File: config.mk
export PLATFORM = sky130hd
export DESIGN_NAME = qam16_tx_mapper
export DESIGN_NICKNAME = d
export VERILOG_FILES = /design/src/rtl/qam16_tx_mapper.sv
export SDC_FILE = /design/constraint.sdc
export NUM_CORES = 1
export LEC_CHECK = 0
export CAP_MARGIN = 20
export CORE_MARGIN = 4
export CORE_UTILIZATION = 44
export CTS_CLUSTER_DIAMETER = 80
export DETAILED_ROUTE_END_ITERATION = 10
export PLACE_DENSITY = 0.92
export SYNTH_ARGS = -nofsm -noshare
export SYNTH_HDL_FRONTEND = slang
export SYNTH_SLANG_ARGS = --single-unit
File: constraint.sdc
create_clock -name clk -period 2.3 [get_ports clk]
set_input_delay 0.23 -clock clk [delete_from_list [all_inputs] [get_ports clk]]
set_output_delay 0.23 -clock clk [all_outputs]
set_load 0.02 [all_outputs]
File: src/rtl/qam16_tx_mapper.sv
// ----------------------------------------------------------------------------
// qam16_tx_mapper
//   Transmit-side QAM-16 symbol mapper. Bytes arrive over a valid/ready
//   handshake. Each byte becomes two 4-bit symbols, high nibble first. Each
//   symbol is Gray-mapped to signed I/Q levels of -3A, -1A, +1A or +3A, and
//   the level is held for SPS clocks. A one-clock strobe marks mid-symbol and
//   starts the receiver's sampling.
//
//   Optional feature macro: QAM16_PREAMBLE_EN
//     When this macro is defined, every transmission that starts from IDLE is
//     preceded by PRE_LEN preamble symbols. The preamble alternates
//     (+3A,+3A) and (-3A,-3A) and starts with the positive symbol.
//     Back-to-back bytes do not get a preamble.
//
// Ports
//   clk         in   1      clock
//   rst_n       in   1      asynchronous reset, active-low
//   data_in     in   8      byte to transmit
//   data_valid  in   1      data_in valid
//   data_ready  out  1      byte accepted this cycle when data_valid is high
//   i_out       out  WIDTH  in-phase level, signed, registered
//   q_out       out  WIDTH  quadrature level, signed, registered
//   out_valid   out  1      i_out/q_out carry a symbol, registered
//   sym_strobe  out  1      one-clock pulse at mid-symbol, registered
//   busy        out  1      mapper is not idle, registered
// ----------------------------------------------------------------------------
module qam16_tx_mapper #(
    parameter int WIDTH   = 16,
    parameter int SPS     = 8,
    parameter int AMP     = 4096,
    parameter int PRE_LEN = 4
) (
    input  logic                    clk,
    input  logic                    rst_n,
    input  logic [7:0]              data_in,
    input  logic                    data_valid,
    output logic                    data_ready,
    output logic signed [WIDTH-1:0] i_out,
    output logic signed [WIDTH-1:0] q_out,
    output logic                    out_valid,
    output logic                    sym_strobe,
    output logic                    busy
);

    localparam int CW = $clog2(SPS);
    localparam logic [CW-1:0] CNT_LAST = CW'(SPS - 1);
    localparam logic [CW-1:0] CNT_MID  = CW'(SPS / 2);
    localparam logic [CW-1:0] CNT_ONE  = CW'(1);

    localparam logic signed [WIDTH-1:0] LVL_P3 = WIDTH'(3 * AMP);
    localparam logic signed [WIDTH-1:0] LVL_P1 = WIDTH'(AMP);
    localparam logic signed [WIDTH-1:0] LVL_N1 = WIDTH'(-AMP);
    localparam logic signed [WIDTH-1:0] LVL_N3 = WIDTH'(-3 * AMP);

    // Elaboration-time parameter sanity checks
    if (SPS < 4 || (SPS % 2) != 0) begin : g_bad_sps
        $error("qam16_tx_mapper: SPS must be even and >= 4");
    end
    if (PRE_LEN < 1) begin : g_bad_pre
        $error("qam16_tx_mapper: PRE_LEN must be >= 1");
    end
    if ((3 * AMP) >= (1 << (WIDTH - 1))) begin : g_bad_amp
        $error("qam16_tx_mapper: 3*AMP does not fit in signed WIDTH");
    end

    typedef enum logic [1:0] {
        IDLE   = 2'd0,
        SYM_HI = 2'd1,
        SYM_LO = 2'd2,
        PRE    = 2'd3
    } state_t;

    // Gray-coded bit pair to signed level: 00->-3A, 01->-1A, 11->+1A, 10->+3A
    function automatic logic signed [WIDTH-1:0] gray_level(input logic [1:0] g);
        logic signed [WIDTH-1:0] lvl;
        case (g)
            2'b00:   lvl = LVL_N3;
            2'b01:   lvl = LVL_N1;
            2'b11:   lvl = LVL_P1;
            2'b10:   lvl = LVL_P3;
            default: lvl = '0;
        endcase
        return lvl;
    endfunction

    state_t                  state_r, state_s;
    logic [CW-1:0]           cnt_r, cnt_s;
    logic [3:0]              lo_nib_r, lo_nib_s;
    logic signed [WIDTH-1:0] i_s, q_s;
    logic                    valid_s, strobe_s, accept_s;

`ifdef QAM16_PREAMBLE_EN
    localparam int PW = (PRE_LEN > 1) ? $clog2(PRE_LEN) : 1;
    localparam logic [PW-1:0] PRE_LAST = PW'(PRE_LEN - 1);
    localparam logic [PW-1:0] PRE_ONE  = PW'(1);
    logic [PW-1:0] pre_cnt_r, pre_cnt_s;
    // High nibble must survive the preamble, so it is kept as well
    logic [3:0]    hi_nib_r, hi_nib_s;
`endif

    // Ready is combinational from state so a new byte can be taken on the
    // last SYM_LO clock without a gap; forced low while reset is asserted
    assign data_ready = rst_n & ((state_r == IDLE) |
                                 ((state_r == SYM_LO) & (cnt_r == CNT_LAST)));
    assign accept_s   = data_valid & data_ready;

    // Next-state, counter and next-output computation
    always_comb begin
        state_s  = state_r;
        cnt_s    = cnt_r;
        lo_nib_s = lo_nib_r;
        i_s      = i_out;
        q_s      = q_out;
`ifdef QAM16_PREAMBLE_EN
        pre_cnt_s = pre_cnt_r;
        hi_nib_s  = hi_nib_r;
`endif
        case (state_r)
            IDLE: begin
                if (accept_s) begin
                    cnt_s    = '0;
                    lo_nib_s = data_in[3:0];
`ifdef QAM16_PREAMBLE_EN
                    hi_nib_s  = data_in[7:4];
                    pre_cnt_s = '0;
                    state_s   = PRE;
                    i_s       = LVL_P3;
                    q_s       = LVL_P3;
`else
                    state_s = SYM_HI;
                    i_s     = gray_level(data_in[7:6]);
                    q_s     = gray_level(data_in[5:4]);
`endif
                end else begin
                    i_s = '0;
                    q_s = '0;
                end
            end
`ifdef QAM16_PREAMBLE_EN
            PRE: begin
                if (cnt_r == CNT_LAST) begin
                    cnt_s = '0;
                    if (pre_cnt_r == PRE_LAST) begin
                        state_s = SYM_HI;
                        i_s     = gray_level(hi_nib_r[3:2]);
                        q_s     = gray_level(hi_nib_r[1:0]);
                    end else begin
                        // Even preamble index is positive, odd is negative
                        pre_cnt_s = pre_cnt_r + PRE_ONE;
                        i_s       = pre_cnt_r[0] ? LVL_P3 : LVL_N3;
                        q_s       = pre_cnt_r[0] ? LVL_P3 : LVL_N3;
                    end
                end else begin
                    cnt_s = cnt_r + CNT_ONE;
                end
            end
`endif
            SYM_HI: begin
                if (cnt_r == CNT_LAST) begin
                    cnt_s   = '0;
                    state_s = SYM_LO;
                    i_s     = gray_level(lo_nib_r[3:2]);
                    q_s     = gray_level(lo_nib_r[1:0]);
                end else begin
                    cnt_s = cnt_r + CNT_ONE;
                end
            end
            SYM_LO: begin
                if (cnt_r == CNT_LAST) begin
                    cnt_s = '0;
                    if (accept_s) begin
                        // Back-to-back byte: no preamble, no gap
                        state_s  = SYM_HI;
                        lo_nib_s = data_in[3:0];
`ifdef QAM16_PREAMBLE_EN
                        hi_nib_s = data_in[7:4];
`endif
                        i_s      = gray_level(data_in[7:6]);
                        q_s      = gray_level(data_in[5:4]);
                    end else begin
                        state_s = IDLE;
                        i_s     = '0;
                        q_s     = '0;
                    end
                end else begin
                    cnt_s = cnt_r + CNT_ONE;
                end
            end
            default: begin
                state_s = IDLE;
                cnt_s   = '0;
                i_s     = '0;
                q_s     = '0;
            end
        endcase
        valid_s  = (state_s != IDLE);
        strobe_s = valid_s && (cnt_s == CNT_MID);
    end

    // State, counter, latched byte and registered outputs
    always_ff @(posedge clk or negedge rst_n) begin
        if (!rst_n) begin
            state_r    <= IDLE;
            cnt_r      <= '0;
            lo_nib_r   <= 4'h0;
            i_out      <= '0;
            q_out      <= '0;
            out_valid  <= 1'b0;
            sym_strobe <= 1'b0;
            busy       <= 1'b0;
`ifdef QAM16_PREAMBLE_EN
            pre_cnt_r  <= '0;
            hi_nib_r   <= 4'h0;
`endif
        end else begin
            state_r    <= state_s;
            cnt_r      <= cnt_s;
            lo_nib_r   <= lo_nib_s;
            i_out      <= i_s;
            q_out      <= q_s;
            out_valid  <= valid_s;
            sym_strobe <= strobe_s;
            busy       <= valid_s;
`ifdef QAM16_PREAMBLE_EN
            pre_cnt_r  <= pre_cnt_s;
            hi_nib_r   <= hi_nib_s;
`endif
        end
    end

endmodule

## After elaboration in Yosys (flattened, before gate mapping)

Index checks and enable logic that the tools add are counted.

| word-level totals | value |
|---|---|
| output and inout port bits | 36 |
| bits in registers | 43 |
| word-level logic and storage cells | 64 |
| bits of input ports | 11 |

| cells by class | value |
|---|---|
| reduce and logical (&&, ||, !) cells | 11 |
| multiplexer cells | 23 |
| add/sub/neg operators | 1 |
| bitwise gates (word level) | 4 |
| eq/ne operators | 18 |

Operators with widths:

| kind | count |
|---|---|
| $pmux 16 s4 | 4 |
| $mux 16 | 6 |
| $pmux 16 s3 | 2 |
| $eq 2x2->1 const B | 9 |
| $eq 2x1->1 const B | 5 |
| $logic_not 2->1 | 5 |
| $mux 4 | 2 |
| $pmux 4 s2 | 1 |
| $eq 3x3->1 const B | 2 |
| $mux 2 | 3 |
| $mux 3 | 2 |
| $pmux 2 s3 | 1 |
| $pmux 3 s2 | 1 |
| $reduce_and 2->1 | 2 |
| $reduce_bool 2->1 | 2 |
| $add 3x1->3 const B | 1 |
| $and 1x1->1 | 3 |
| $ne 2x1->1 const B | 1 |
| $ne 2x2->1 const B | 1 |
| $reduce_or 2->1 | 1 |
| $logic_and 1x1->1 | 1 |
| $mux 1 | 1 |
| $or 1x1->1 | 1 |

## Longest topological paths before layout

Gate-level depths: netlist of run 1.

| depth | value |
|---|---|
| word-level depth | 10 |
| mapped depth | 6 |
| gate-level depth less buffers | 5 |

## Worst setup path after synthesis of run 1

Ideal clock, no wire load.

| timing path | value |
|---|---|
| path kind | reg2out |
| start point | register cnt_r[0] |
| end point | output port data_ready |
| cell stages (with the launch flop) | 5 |
| data arrival time | 1545 ps |
| slack | 525 ps |
| buffers on the path | 0 |
| data required time | 2070 ps |
| cells stage by stage | dfrtp_1 ha_1 ha_1 a21oi_1 and2b_2 |

| between the ends | value |
|---|---|
| word-level cells in the longest chain between the ends | 4 |

RTL lines:

| what | RTL line | text |
|---|---|---|
| start, declared | 87 | `logic [CW-1:0] cnt_r, cnt_s;` |
| start signal, assigned | 217 | `cnt_r <= cnt_s;` |
| $eq 3x3->1 | 104 | `((state_r == SYM_LO) & (cnt_r == CNT_LAST)));` |
| $and 1x1->1 | 104 |  |
| $or 1x1->1 | 103 | `assign data_ready = rst_n & ((state_r == IDLE) \|` |
| $and 1x1->1 | 103 |  |
| end, declared | 37 | `output logic data_ready,` |

Every way passes these cells.

## Worst setup path after layout of run 1

Ends and elaborated chain as after synthesis.

==> metrics.txt, run 1 <==
worst setup path category register to output port; worst setup margin 0.125 ns; Yosys warning count 0; Seq/Total Area, Yosys 32.9%; DRT Pass-1 Iters 4; r2r endpoint sym_strobe; Synth top area share 32.9%; hpwl dp 1.80 mm; Final period util 94.6%; critical path startpoint category register; Fill cells 242; CTS H-tree depth 1; final hold violations 0; status finished, final reports clean; fin crit period 2.18 ns; Min-Delay Path Class primary input to asynchronous set/reset pin; largest net degree at the start of global routing 17; DRC 0; number of cells on the worst reg-to-reg path 5; r2r startpoint cnt_r[0]; RSZ-0062 raised after global routing no; Post-Syn Area 0.00122 mm^2; Syn Inst Count 124; Max Cap Viol 0; I/O pin count 47; Setup TNS 0 ns; first-pass GRT wire length 3.51 mm; #FFs+latches synth 16; Via-to-Cell Ratio 4.85; Final Slew Violations 0; reg2reg setup slack 0.44 ns; Row Count 18; I/O Buffers 22; grt total ovfl 0; GR Util All Layers 12.6%; Leakage Power 0.704 nW; Die Height 60.6 um; top post-synthesis cells by area dfrtp_1 (33%), buf_4 (17%), ha_1 (14%), inv_1 (4.0%), mux2_2 (3.7%); Clock Tree Root clkbuf_4; Final setup viols 0; Avg Cell Area, Syn 9.82 um^2; Placement Setup Slack 0.239 ns; Layout Nets 171; Die X 60.6 um; post-route ant nets 0; antenna diode count 0; Worst EP arrival 1.95 ns; WL/cell 12.2 um; Max Fanout on Critical Path 7; post-synth cell types 30; core box area 0.00257 mm^2; Clk pin slew, worst setup/hold paths 0.10 ns; Post-CTS Setup Bufs 0; initial antenna violation count 0; initial DRC count 6; Slowest cell on crit path dfrtp_1; Critical Path RT 2.07 ns; Starting Density 47.4%; worst path cell trace ha_1, ha_1, a21oi_1, and2b_2, dlygate4sd2_1; Vias 848; Peak VDD IR 0.646 mV; commonest non-fill, non-tap cell in the layout conb_1; Area growth, synth to finish 13.9%; Synth area leader dfrtp_1; Fmax 0.460 GHz; share of cells above drive strength 1 13.1%; Final Skew 0.000778 ns; Most Frequent Cell on Critical Path ha_1; TritonCTS clock tree done; final WL 2.14 mm; worst setup path startpoint cnt_r[0]; power per cell area 1200 mW/mm^2; vias in the first global route 828; clock latency on the worst-skew pair 0.29 ns; total CTS buffers 3; full die area 0.00367 mm^2; Critical Path Max Stage Delay 0.43 ns; GPL Wtd Cong 0.882; Critical Path Sink Type output port; CTS Sinks 16; Max clock buf depth 2; most frequent cells in the layout conb_1 (24), clkdlybuf4s50_1 (21), dfrtp_1 (16)
==> critical path: cells and delay by family (launching register included) <==
family | cells | cell delay, ns
adder cells (fa/ha/maj) | 2 | 0.47
flip-flops | 1 | 0.43
buffers and inverters | 1 | 0.31
AND/OR/NAND/NOR | 1 | 0.23
AO/OA/AOI/OAI | 1 | 0.22
==> state kept, by name, indices dropped and copies added (netlist names) <==
| name | count |
|---|---|
| state_r | 2 |
| sym_strobe | 1 |
| cnt_r | 3 |
| q_out | 2 |
| lo_nib_r | 4 |
| i_out | 3 |
| busy | 1 |
==> metal layers <==
layer  vias to the layer above  track usage [%]  routed length (um)
met5                         -                0                   0
met4                         0             8.05                  32
met3                         6             2.13                 149
met2                        33             21.5                1150
met1                       401             14.4                 804
li1                        408                -                   -
==> area by class of cell <==
class,instances,area (um^2),share of cell area (%)
timing repair buffer,24,234,16.9
sequential,16,400,28.9
inverter,13,48.8,3.52
tap,30,37.5,2.71
clock buffer,4,36.3,2.62
multi-input combinational,88,629,45.4
==> timing repair <==
| action | in CTS | in global routing |
|---|---|---|
| hold buffers | 0 | 0 |
| gates resized for setup | 1 | 0 |
| endpoints found under the setup margin | 1 | 0 |
==> Yosys cell counts <==
cell type	instances
buf_4	28
dfrtp_1	16
ha_1	14
inv_1	13
nor2_1	8
a21oi_1	4
a22o_1	4
mux2_2	4
o21ai_0	4
nand2_1	3
o31ai_1	3
a22oi_1	2
and2b_2	2
nand3_1	2
o21a_1	2
a2111oi_2	1
a21boi_2	1
a21o_1	1
a21o_2	1
a221oi_2	1
a31oi_1	1
and3b_1	1
and4_2	1
buf_6	1
clkbuf_1	1
conb_1	1
nor3_4	1
nor3b_1	1
o21ba_2	1
or3_1	1
==> where the power goes <==
| part | internal [W] | total [W] | leakage, nW | switching (W) |
|---|---|---|---|---|
| combinational | 0.000450 | 0.000964 | 0.483 | 0.000515 |
| sequential | 0.000406 | 0.000503 | 0.200 | 0.0000963 |
| clock | 0.0000964 | 0.000190 | 0.0210 | 0.0000935 |
| total | 0.000952 | 0.00166 | 0.704 | 0.000705 |
==> per-stage QoR <==
stage          power (W)  instance area, um^2  hold WS [ns]  util (%)  instances
2_1_floorplan    0.00123                 1300       -0.0656         -        147
3_3_place_gp     0.00142                 1350         0.492      52.6        171
3_5_place_dp     0.00148                 1350         0.502      52.6        171
4_1_cts          0.00167                 1390         0.506      54.0        175
5_1_grt          0.00180                 1390         0.544      54.0        175
6_report         0.00166                 1390         0.513      54.0        175
==> worst max-delay path by stage <==
stage,to,slack [ns],cells after the start
2_1_floorplan,data_ready,0.53,4
3_3_place_gp,data_ready,0.27,5
3_5_place_dp,data_ready,0.24,5
4_1_cts,data_ready,0.12,5
5_1_grt,data_ready,0.009,5
6_report,data_ready,0.12,5
==> logic make-up after synthesis <==
group                    share of synthesized area (%)
AO/OA/AOI/OAI                                     16.5
adder cells (fa/ha/maj)                           14.4
flip-flops                                        32.9
AND/OR/NAND/NOR                                   9.66
buffers and inverters                             22.5
other                                            0.308
multiplexers                                      3.70
(Power assumes the default switching activity.)
==> run 2: changes to the inputs <==
clock period = 2.34 ns   (was 2.3 ns; I/O delays follow)
==> run 2 against run 1 <==
Compared with the run above:
- core utilization fell by 0.54 points
- die area unchanged
- critical endpoint unchanged
- routed wire length increased by 3.3%
- power down 4.4%
- combinational power is 2% lower
- design area shrank 0.99%
- via count is 0.83% lower
- largest power group unchanged
- critical path depth did not move
- cell count decreased by 0.57%
- non-clock buffer count unchanged
- largest cell class unchanged
==> metrics.txt, run 2 (synthesized netlist as in run 1, its figures left out) <==
Top Registers lo_nib_r (4), cnt_r (3), i_out (3); number of flip-flops under the largest register name 4 (unchanged); final WL 2.21 mm (+3.3%); clock group share of total power 9.1% (-2.4 points); initial DRC count 22 (+16); commonest non-fill, non-tap cell in the layout conb_1; post-route ant nets 0 (unchanged); Final Slew Violations 0 (unchanged); core box area 0.00257 mm^2 (unchanged); Clk pin slew, worst setup/hold paths 0.10 ns (about the same); hold_ws 0.515 ns (+0.00249 ns); Layout Utilization 53.5% (-0.54 points); largest net degree at the start of global routing 17 (unchanged); DRT Pass-1 Iters 4 (unchanged); most frequent cells in the layout conb_1 (24), clkdlybuf4s50_1 (21), dfrtp_1 (16); first-pass GRT wire length 3.56 mm (+1.6%); Final Skew 0.00527 ns (+0.00449 ns); Power Internal 0.000901 W (-5.4%); Layout Nets 171 (unchanged); Max Cap Viol 0 (unchanged); power per cell area 1150 mW/mm^2 (-3.4%); Most Frequent Cell on Critical Path ha_1; Critical Path Sink Type output port; GPL Wtd Cong 0.882 (about the same); vias in the first global route 876 (+5.8%); Clock Tree Root clkbuf_4; Via-to-Cell Ratio 4.83 (-0.26%); hpwl dp 1.85 mm (+2.9%); Fmax 0.462 GHz; WL/cell 12.7 um (+3.9%); Max Fanout on Critical Path 7 (unchanged); worst path cell trace ha_1, ha_1, a21oi_1, and2b_2, dlygate4sd2_1; met3 usage 2.55% (+0.43 points); Final setup viols 0 (unchanged); grt total ovfl 0 (unchanged); GR Util All Layers 12.9% (+0.31 points); status finished, final reports clean; initial antenna violation count 0 (unchanged); CTS H-tree depth 1 (unchanged); Net Sw Power 0.000683 W (-3.0%); Final period util 92.5%; Starting Density 47.4% (unchanged); GR Util met2 22.6% (+1.1 points); Die X 60.6 um (unchanged); RSZ-0062 raised after global routing no; Row Count 18 (unchanged); Vias 841 (-0.83%); fin crit period 2.17 ns; Slew headroom 66.3%; I/O pin count 47 (unchanged); Worst EP arrival 1.93 ns (-0.02 ns); GR peak layer met2; Slowest cell on crit path dfrtp_1; reg2reg setup slack 0.47 ns (+0.03 ns); Most flops, register lo_nib_r; I/O Buffers 22 (unchanged); worst slew pin tran 0.501 ns; full die area 0.00367 mm^2 (unchanged); Critical Path Max Stage Delay 0.43 ns (about the same); critical path startpoint category register; Peak VDD IR 0.687 mV (+6.3%); share of cells above drive strength 1 12.5% (-0.60 points); TritonCTS clock tree done; overall power 0.00158 W (-4.4%); DRC 0 (unchanged); CTS Sinks 16 (unchanged); M1 GR Usage 14.2% (-0.26 points); Leakage Power 0.696 nW (-1.0%); Die Height 60.6 um (unchanged); Max clock buf depth 2 (unchanged); clock latency on the worst-skew pair 0.28 ns (about the same); Min-Delay Path Class primary input to asynchronous set/reset pin; combinational power share 59.9% (+1.7 points); sequential share of power 31.0% (+0.7 points); total CTS buffers 3 (unchanged); worst setup path category register to output port; Critical Path RT 2.11 ns (+0.04 ns); final hold violations 0 (unchanged); antenna diode count 0 (unchanged); Area growth, synth to finish 12.7%; Post-CTS Hold Buffers 0 (unchanged); Setup TNS 0 ns (unchanged); Sw Ratio 43.1% (+0.61 points)
## run 2: cell count changes in the layout (fill, tap and decap cells not counted), sizes merged
cell and delta:
clkbuf -1
## run 2: worst max-delay path: cells and delay by family (launching register included)
kind	cells	cell delay [ns]
fa+ha+maj	2	0.47
flops	1	0.43
buf+inv	1	0.32
simple gates	1	0.23
compound gates	1	0.21
## run 2: cell type report
class                      count  area [um^2]
fill                         247         1190
tap                           30         37.5
multi-input combinational     88          629
clock buffer                   3         22.5
sequential                    16          400
inverter                      13         48.8
timing repair buffer          24          234
## run 2: path summary, 6_finish.rpt
path | from | endpoint | depth (start not counted)
max | cnt_r[0] | data_ready | 5
min | rst_n | q_out[13] | 2
max reg2reg | cnt_r[0] | sym_strobe | 5
min reg2reg | lo_nib_r[1] | lo_nib_r[1] | 1
max in group asynchronous | rst_n | cnt_r[0] | 2
min in group clk | lo_nib_r[1] | lo_nib_r[1] | 1
## run 2: timing repair
item | in CTS | in global routing
buffers inserted | 0 | 0
hold endpoints to repair | 0 | 0
setup endpoints to repair | 1 | 0
resized for setup | 1 | 0
## run 2: routing by layer
layer  share of wire [%]  up-vias  wire [um]
met2                  54       28       1200
met1                  37      399        825
met3                 6.3        7        139
met5                   0        -          0
met4                 1.9        0         42
li1                    -      407          -
## run 2: power by group through the flow
| stage | combinational (W) | sequential [W] | clock [W] |
|---|---|---|---|
| floorplan | 0.000667 | 0.000541 | 0 |
| global placement | 0.000909 | 0.000488 | 0 |
| detailed placement | 0.000953 | 0.000501 | 0 |
| CTS | 0.000955 | 0.000496 | 0.000148 |
| global route | 0.00105 | 0.000514 | 0.000161 |
| finish | 0.000948 | 0.000492 | 0.000144 |
## run 2: metrics by stage
| stage | instances | worst slack [ns] | area, um^2 |
|---|---|---|---|
| final | 174 | 0.175 | 1370 |
| after global routing | 174 | 0.0740 | 1370 |
| after CTS | 174 | 0.179 | 1370 |
| after detailed placement | 171 | 0.280 | 1350 |
| after global placement | 171 | 0.310 | 1350 |
| after floorplan | 147 | 0.561 | 1300 |
==> RTL edit (config.mk and constraints of run 2) <==
Set the parameter `SPS` to 16 (it was 8).
--- a/src/rtl/qam16_tx_mapper.sv
+++ b/src/rtl/qam16_tx_mapper.sv
@@ -26,7 +26,7 @@
 // ----------------------------------------------------------------------------
 module qam16_tx_mapper #(
     parameter int WIDTH   = 16,
-    parameter int SPS     = 8,
+    parameter int SPS     = 16,
     parameter int AMP     = 4096,
     parameter int PRE_LEN = 4
 ) (
Function: changed (a bounded check fails within 10 cycles, from zero or initial values and one cycle with rst_n low).
==> RTL edit against run 2 <==
  * Total power shrank 1.6%
  * Final area grew 5.4%
  * Setup slack gained 240 ps
  * Wire length shrank 1.2%
  * Clock skew shrank 4.8 ps
  * Combinational power shrank 6.0%
  * Register-to-register slack lost 20 ps
  * Synthesized area grew 3.7%
  * Final cell count grew 8.6%
  * Core utilization shrank 1.0 points
  * Sequential cell count grew 1
  * Die area grew 3.2%
  * Non-clock buffer count grew 2
  * Largest power group unchanged
==> RTL edit: results (changes against run 2) <==
STATUS
---------------------------------------------------------------------------------
Run status                                                           finished clean

DETAILED ROUTING
---------------------------------------------------------------------------------
Vias per cell                                                                4.77   -1.4%
Violation count after the first detailed-routing iteration                     17   -23%
Routed wirelength normalized by instance count                       11.5 microns   -9.0%
Number of detailed-routing iterations run before antenna repair                 3   -1

MIN PATH
---------------------------------------------------------------------------------
Class of the tightest hold or removal check                          input pin to async pin

PWR
---------------------------------------------------------------------------------
Peak ir drop on the vdd network                                          0.745 mV   +8.5%
Reported leakage power                                                   0.721 nW   +3.5%

SYNTH
---------------------------------------------------------------------------------
Synth Flop Type                                                           dfrtp_1
Share of async-settable or async-resettable flops after synthesis            100%   unchanged
Most frequent cells after synthesis                                  buf_4 (28), dfrtp_1 (17), inv_1 (15), ha_1 (13), nand2_1 (11)
Fraction of the yosys area taken by sequential cells                        33.7%   +0.81 points
Main area contributors after synthesis                               dfrtp_1 (34%), buf_4 (17%), ha_1 (13%)

CLOCKING
---------------------------------------------------------------------------------
H-Tree Level Count                                                              1   unchanged
Source-to-sink clock delay at the later pin of the worst-skew pair         290 ps
Buffers inserted by post-CTS timing repair                                      0   unchanged
Number of buffers inserted during clock tree synthesis                          3   unchanged
Cell at the root of the clock tree                                       clkbuf_4
Number of cells upsized or downsized after cts                                  0   -1

CRITICAL PATH
---------------------------------------------------------------------------------
CP startpoint                                                        state_r[0]$_DFF_PN0_
Arrival @ worst endpoint                                                  1690 ps   -240 ps
CP Capture Point                                                       data_ready
Critical-path top delay cell                                              dfrtp_1
CP delay by family, top                                                flip-flops
Highest cell delay on the worst timing path                                450 ps   +20 ps
CP max FO                                                                       6   -1
Reg2reg end                                                          sym_strobe$_DFF_PN0_
Minimum setup slack among reg-to-reg paths                                 450 ps   -20 ps
FF-to-FF path depth                                                             5   unchanged

PLACED DESIGN
---------------------------------------------------------------------------------
Post-placement setup slack                                                 376 ps   +95.9 ps
Sum of net half-perimeters after detailed placement                  1720 microns   -7.2%
Final GP Congestion                                                         0.869   -1.5%

TIMING
---------------------------------------------------------------------------------
Highest Clock Rate                                                      0.520 GHz   +12%
Largest clock skew in the final design                                   0.449 ps   -4.82 ps

GRT
---------------------------------------------------------------------------------
Via count of the first global-routing pass                                    840   -4.1%
Total routing resource utilization after global routing                     13.0%   +0.057 points
Maximum number of pins on one net before global-route repair                   12   -5
First-pass GRT wire length                                           3620 microns   +1.5%

FINAL LAYOUT
---------------------------------------------------------------------------------
Number of fill cells in the layout                                            270   +9.3%
Registers with the highest flip-flop counts                          cnt_r (4), lo_nib_r (4), i_out (3)
Fin nets                                                                      183   +7.0%
Antenna fix cells                                                               0   unchanged
Fraction of final layout cells sized beyond drive strength 1                11.4%   -1.1 points

RTL edit: changes by cell type in the layout (fill, tap and decap cells not counted), moves of 2 or more:
cell      change
o221ai_2      +4
nor2b_1       +2
and2b_2       -2
nand2_1       +8
o21ai_0       +2
inv_1         +2
buf_4         +2
nor3_1        +2
o31ai_1       -3
a22o_1        -4
RTL edit: final cells by class:
cell class	count	area, sq um	share of cell area [%]
Multi-Input combinational cell	96	647	44.7
Sequential cell	17	425	29.4
Timing Repair Buffer	26	253	17.5
Inverter	15	56.3	3.89
Tap cell	31	38.8	2.68
Clock buffer	4	26.3	1.82
RTL edit: metal layers:
metal	up-vias	track usage, %	wire (microns)
li1	442	-	-
met1	415	16.8	949
met3	7	1.26	133
met5	-	0	0
met4	0	8.18	65
met2	37	20.5	1030
RTL edit: cell families (layout without fill, tap and decap cells):
logic type / count (synthesis) / in the layout / share of synthesized area [%]
buf+inv: 45 / 45 / 21.9
simple gates: 31 / 31 / 11.8
compound gates: 22 / 22 / 14.4
flops: 17 / 17 / 33.7
fa+ha+maj: 13 / 13 / 12.9
mux: 5 / 5 / 4.36
other cells: 1 / 24 / 0.297
xor+xnor: 1 / 1 / 0.694
RTL edit: power breakdown:
group | switching, mW | internal [mW] | total (mW)
clock network | 0.0932 | 0.0663 | 0.159
logic | 0.488 | 0.403 | 0.891
registers | 0.0942 | 0.414 | 0.508
RTL edit: worst reg2reg max path, cell delays in order (launching register included):
cell	delay (ps)
dfrtp_1	450
inv_1	90
ha_1	370
or3b_1	360
a31o_1	250
a2111oi_2	280
RTL edit: per-stage QoR:
stage | area [sq um] | hold WS [ps] | std cells
floorplan | 1350 | -61.6 | 158
global placement | 1420 | 483 | 185
detailed placement | 1420 | 473 | 185
CTS | 1440 | 298 | 189
global route | 1450 | 314 | 189
finish | 1450 | 301 | 189
